$ cat src/rtl/axby_ctrl_if.sv
`timescale 1ns/1ps
// Control bundle between the A*X+B*Y sequencer and its user/datapath.
// master drives start/a/b; slave (axby_ctrl) drives the controls.
interface axby_ctrl_if #(
  parameter int N = 8
);
  logic         start;
  logic [N-1:0] a;
  logic [N-1:0] b;
  logic         plx;
  logic         ply;
  logic         clrrez;
  logic         shiftx;
  logic         shifty;
  logic         sel;
  logic         plrez;
  logic         incxy;
  logic         busy;
  logic         done;
  logic [4:0]   Status;

  modport master (
    output start, a, b,
    input  plx, ply, clrrez,
    input  shiftx, shifty, sel,
    input  plrez, incxy,
    input  busy, done, Status
  );

  modport slave (
    input  start, a, b,
    output plx, ply, clrrez,
    output shiftx, shifty, sel,
    output plrez, incxy,
    output busy, done, Status
  );
endinterface

$ cat src/rtl/axby_ctrl.sv
`timescale 1ns/1ps
// Sequencer for the shift-add A*X+B*Y datapath (IDLE/LOAD/XPH/YPH/DONE).
// Define AXBY_SKIP_ZERO_EN to end a phase early once remaining bits are 0.
module axby_ctrl #(
  parameter int N  = 8,
  parameter int CW = 4
) (
  input  logic        clk,
  input  logic        reset,
  axby_ctrl_if.slave  bus
);

  localparam int I_IDLE = 0;
  localparam int I_LOAD = 1;
  localparam int I_XPH  = 2;
  localparam int I_YPH  = 3;
  localparam int I_DONE = 4;

  localparam logic [4:0] S_IDLE = 5'b00001;
  localparam logic [4:0] S_LOAD = 5'b00010;
  localparam logic [4:0] S_XPH  = 5'b00100;
  localparam logic [4:0] S_YPH  = 5'b01000;
  localparam logic [4:0] S_DONE = 5'b10000;

  localparam logic [CW-1:0] C_LAST = CW'(N - 1);

  logic [4:0]    r_state;
  logic [4:0]    w_next;
  logic [CW-1:0] r_cnt;
  logic [N-1:0]  r_a_sh;
  logic [N-1:0]  r_b_sh;
  logic [N-1:0]  w_rem;
  logic          w_last;

  assign w_rem = r_state[I_YPH] ? (r_b_sh >> 1)
                                : (r_a_sh >> 1);

`ifdef AXBY_SKIP_ZERO_EN
  assign w_last = (r_cnt == C_LAST) || (w_rem == '0);
`else
  logic w_unused;
  assign w_unused = ^w_rem;
  assign w_last   = (r_cnt == C_LAST);
`endif

  always_ff @(posedge clk or negedge reset) begin
    if (!reset) begin
      r_state <= S_IDLE;
    end else begin
      r_state <= w_next;
    end
  end

  always_comb begin
    w_next = r_state;
    unique case (1'b1)
      r_state[I_IDLE]: w_next = bus.start ? S_LOAD : S_IDLE;
      r_state[I_LOAD]: w_next = S_XPH;
      r_state[I_XPH]:  w_next = w_last ? S_YPH : S_XPH;
      r_state[I_YPH]:  w_next = w_last ? S_DONE : S_YPH;
      r_state[I_DONE]: w_next = S_IDLE;
      default:         w_next = S_IDLE;
    endcase
  end

  // Operand shifters and step counter; counter re-arms at each phase end.
  always_ff @(posedge clk or negedge reset) begin
    if (!reset) begin
      r_cnt  <= '0;
      r_a_sh <= '0;
      r_b_sh <= '0;
    end else if (r_state[I_LOAD]) begin
      r_cnt  <= '0;
      r_a_sh <= bus.a;
      r_b_sh <= bus.b;
    end else if (r_state[I_XPH]) begin
      r_a_sh <= r_a_sh >> 1;
      r_cnt  <= w_last ? '0 : r_cnt + CW'(1);
    end else if (r_state[I_YPH]) begin
      r_b_sh <= r_b_sh >> 1;
      r_cnt  <= w_last ? '0 : r_cnt + CW'(1);
    end
  end

  always_comb begin
    bus.plx    = 1'b0;
    bus.ply    = 1'b0;
    bus.clrrez = 1'b0;
    bus.shiftx = 1'b0;
    bus.shifty = 1'b0;
    bus.sel    = 1'b0;
    bus.plrez  = 1'b0;
    bus.incxy  = 1'b0;
    bus.busy   = 1'b0;
    bus.done   = 1'b0;
    unique case (1'b1)
      r_state[I_LOAD]: begin
        bus.plx    = 1'b1;
        bus.ply    = 1'b1;
        bus.clrrez = 1'b1;
        bus.busy   = 1'b1;
      end
      r_state[I_XPH]: begin
        bus.plrez  = r_a_sh[0];
        bus.shiftx = 1'b1;
        bus.incxy  = 1'b1;
        bus.busy   = 1'b1;
      end
      r_state[I_YPH]: begin
        bus.sel    = 1'b1;
        bus.plrez  = r_b_sh[0];
        bus.shifty = 1'b1;
        bus.incxy  = 1'b1;
        bus.busy   = 1'b1;
      end
      r_state[I_DONE]: bus.done = 1'b1;
      default: ;
    endcase
  end

  assign bus.Status = r_state;

endmodule

$ cat src/flat_wrapper.sv
// flat-port wrapper written by rule: the top's interface ports become plain ports
module axby_ctrl_flat 
#(
  parameter int N  = 8,
  parameter int CW = 4
)
  (clk, reset, bus_start, bus_a, bus_b, bus_plx, bus_ply, bus_clrrez, bus_shiftx, bus_shifty, bus_sel, bus_plrez, bus_incxy, bus_busy, bus_done, bus_Status);
  axby_ctrl_if #(.N(N)) bus_i ();
  input  logic clk;
  input  logic reset;
  input wire logic [$bits(bus_i.start)-1:0] bus_start;
  input wire logic [$bits(bus_i.a)-1:0] bus_a;
  input wire logic [$bits(bus_i.b)-1:0] bus_b;
  output wire logic [$bits(bus_i.plx)-1:0] bus_plx;
  output wire logic [$bits(bus_i.ply)-1:0] bus_ply;
  output wire logic [$bits(bus_i.clrrez)-1:0] bus_clrrez;
  output wire logic [$bits(bus_i.shiftx)-1:0] bus_shiftx;
  output wire logic [$bits(bus_i.shifty)-1:0] bus_shifty;
  output wire logic [$bits(bus_i.sel)-1:0] bus_sel;
  output wire logic [$bits(bus_i.plrez)-1:0] bus_plrez;
  output wire logic [$bits(bus_i.incxy)-1:0] bus_incxy;
  output wire logic [$bits(bus_i.busy)-1:0] bus_busy;
  output wire logic [$bits(bus_i.done)-1:0] bus_done;
  output wire logic [$bits(bus_i.Status)-1:0] bus_Status;
  assign bus_i.start = bus_start;
  assign bus_i.a = bus_a;
  assign bus_i.b = bus_b;
  assign bus_plx = bus_i.plx;
  assign bus_ply = bus_i.ply;
  assign bus_clrrez = bus_i.clrrez;
  assign bus_shiftx = bus_i.shiftx;
  assign bus_shifty = bus_i.shifty;
  assign bus_sel = bus_i.sel;
  assign bus_plrez = bus_i.plrez;
  assign bus_incxy = bus_i.incxy;
  assign bus_busy = bus_i.busy;
  assign bus_done = bus_i.done;
  assign bus_Status = bus_i.Status;
  axby_ctrl #(.N(N), .CW(CW)) u_core (.clk(clk), .reset(reset), .bus(bus_i));
endmodule
$ cat config.mk
export PLATFORM = sky130hd
export DESIGN_NAME = axby_ctrl_flat
export DESIGN_NICKNAME = d
export VERILOG_FILES = /design/src/rtl/axby_ctrl_if.sv /design/src/rtl/axby_ctrl.sv /design/src/flat_wrapper.sv
export SDC_FILE = /design/constraint.sdc
export NUM_CORES = 1
export LEC_CHECK = 0
export CAP_MARGIN = 0
export CORE_MARGIN = 5
export CORE_UTILIZATION = 49
export CTS_CLUSTER_DIAMETER = 50
export DETAILED_ROUTE_END_ITERATION = 12
export PLACE_DENSITY = 0.82
export SYNTH_ARGS = -nofsm -noshare
export SYNTH_HDL_FRONTEND = slang
export SYNTH_SLANG_ARGS = --single-unit
$ cat constraint.sdc
create_clock -name clk -period 2.6 [get_ports clk]
set_input_delay 0.52 -clock clk [delete_from_list [all_inputs] [get_ports clk]]
set_output_delay 0.52 -clock clk [all_outputs]
set_load 0.05 [all_outputs]
==> run metrics <==
status complete, no violations; die height 58.6 µm; syn avg cell area around 10 µm²; initial drt markers 7; Worst Path Required 2080 ps; Total GRT Usage 0.142; f_max 427 MHz; num rows 17; Post-CTS Resized 0; TritonCTS clock tree built; Warnings, synthesis 0; Clock Skews about 2.7 ps; final antenna-violating net count 0; First-pass DRT Iterations 4; post-synthesis cell type count 24; VDD IR max 0.000739 V; initial antenna violation count 0; Leak about 0.00071 µW; Final #Nets 158; top post-synthesis cells by area dfrtp_1 52%, mux2i_1 13%, o21ai_0 7.8%; first-pass GRT wire length about 3.8 mm; commonest non-fill, non-tap cell in the layout clkdlybuf4s50_1; nature of the critical path startpoint flip-flop; clock sink total 25; Yosys top cell area share 0.518; Setup crit end kind output pin; Switching Share 0.449; total gr overflow 0; share of cells above drive strength 1 0.117; Worst-path clk slew around 130 ps; Port Buf Inserts 33; Power Density 1190 nW/µm²; syn_nets between 100 and 150; Die Footprint 3440 µm²; Synth Register Bits 25; Critical Path AT 1820 ps; Min Hold Slack 500 ps; crit-path max FO 11; Final TNS setup 0 ps; core footprint approximately 2200 µm²; Root Driver clkbuf_4; Max Slew Vio Count 0; Vias 836; Hold WC Path Type flip-flop to flip-flop; min Tclk post-route 2340 ps; Initial Utilization 0.519; Num CTS Buffers 3; switching power around 790 µW; # setup viols final 0; most frequent cells in the layout 27 x clkdlybuf4s50_1, 24 x dfrtp_1, 18 x o21ai_0, 17 x nand2_1, 15 x mux2i_1; logic gate share of total power 0.521; worst-margin pin slew 498 ps; worst-skew pair later-pin latency between 300 and 400 ps; mapped cell area between 1000 and 1500 µm²; post-synthesis cell count roughly 110; hpwl dp 1.57 mm; largest net degree at the start of global routing 42; post-synth top area cell dfrtp_1; ANT cells 0; post-CTS setup repair buffer count 0; H-tree levels 1; clock share of power 0.096; max_cap viols 0; fin crit share 0.901; synthesis-to-finish area growth 28.5%; CTS max path bufs 2; Crit Path Class flip-flop to output pin; Slew headroom 0.667; Die Wd 58.6 µm; DRT Wirelength 2.12 mm; total power 1770 µW; Seq/Total Area, Yosys 0.541; Seq pwr share 0.383; detailed-route DRC error count 0; WL/cell approximately 13 µm; vias per inst 5.07; RSZ-0062 raised after global routing no; Pint 976 µW; io pins 34; vias in the first global route 855; Final Wtd Congestion 0.785; CTS Hold Bufs 0; Fin. Hold Viols 0
[power groups by stage]
stage                     clock network [µW]  registers (µW)  logic, µW
after floorplan                            0             756        620
after global placement                     0             674        910
after detailed placement                   0             689        934
after CTS                                176             680        937
after global routing                     192             708       1000
final                                    170             678        923
[flip-flops by register name, summed over array words and instances, names as in the netlist, named ones only]
| name | count |
|---|---|
| u_core.bus.Status | 4 |
| u_core.r_a_sh | 8 |
| u_core.r_b_sh | 8 |
| u_core.r_cnt | 4 |
[per-stage QoR]
step           instance area, µm²  std cells   util  setup slack [ps]
6_report                     1490        165  0.667               257
4_1_cts                      1490        165  0.667               242
3_5_place_dp                 1460        161  0.654               617
3_3_place_gp                 1460        161  0.654               645
2_1_floorplan                1160        111      -               518
5_1_grt                      1490        165  0.667               142
[synthesized netlist by cell type]
master    instances
nand3_1           1
or4_1             1
and2_1            1
a21oi_1           2
xor2_1            2
buf_4             7
clkbuf_1          3
ha_1              1
a21o_1            1
dfrtp_1          24
o21ai_0          18
or3_1             1
nor2_1            4
inv_1             2
mux2_2            1
buf_1             1
or2b_1            1
a22o_1            2
nand3b_1          1
mux2i_1          15
buf_2             3
dfstp_2           1
nor2_2            1
nand2_1          17
[area by class of cell]
| class | count | area [µm²] |
|---|---|---|
| inverter | 2 | 7.51 |
| tap | 28 | 35.0 |
| sequential | 25 | 627 |
| clock buffer | 3 | 22.5 |
| multi-input combinational | 70 | 442 |
| fill | 179 | 744 |
| timing repair buffer | 36 | 350 |
| clock inverter | 1 | 5.00 |
[cell families (layout without fill, tap and decap cells)]
| kind of cell | after synthesis | count (layout) | share of synthesized area |
|---|---|---|---|
| xor gates and xnor gates | 2 | 2 | 0.0151 |
| DFF | 25 | 25 | 0.541 |
| buffers and inverters | 16 | 42 | 0.0777 |
| and+or+nand+nor | 28 | 28 | 0.108 |
| muxes | 16 | 16 | 0.139 |
| AOI/OAI and AO/OA | 23 | 23 | 0.108 |
| adders and majority gates | 1 | 1 | 0.0108 |
[worst paths after layout]
| check | startpoint | end | slack [ps] | cells past startpoint |
|---|---|---|---|---|
| max | flip-flop | bus_incxy | 260 | 3 |
| max in group asynchronous | reset | u_core.bus.Status[0] | 1760 | 2 |
| min reg2reg | u_core.bus.Status[0] | u_core.bus.Status[0] | 500 | 1 |
| min | u_core.bus.Status[0] | u_core.bus.Status[0] | 500 | 1 |
| min in group asynchronous | reset | u_core.r_cnt[0] | 540 | 2 |
| max reg2reg | u_core.bus.Status[2] | u_core.r_b_sh[6] | 1110 | 4 |
[critical path, stage by stage, from the launching register on]
cell             delay (ps)
dfrtp_1                 540
nor2_2                  120
inv_1                    60
clkdlybuf4s50_1         790
[routing by layer]
layer	GRT usage	up-vias	part of all wire
met5	0	-	0
met4	0.0388	0	0.0052
met3	0.0417	2	0.078
met2	0.254	27	0.49
met1	0.165	386	0.42
li1	-	421	-
(Power assumes the default switching activity.)
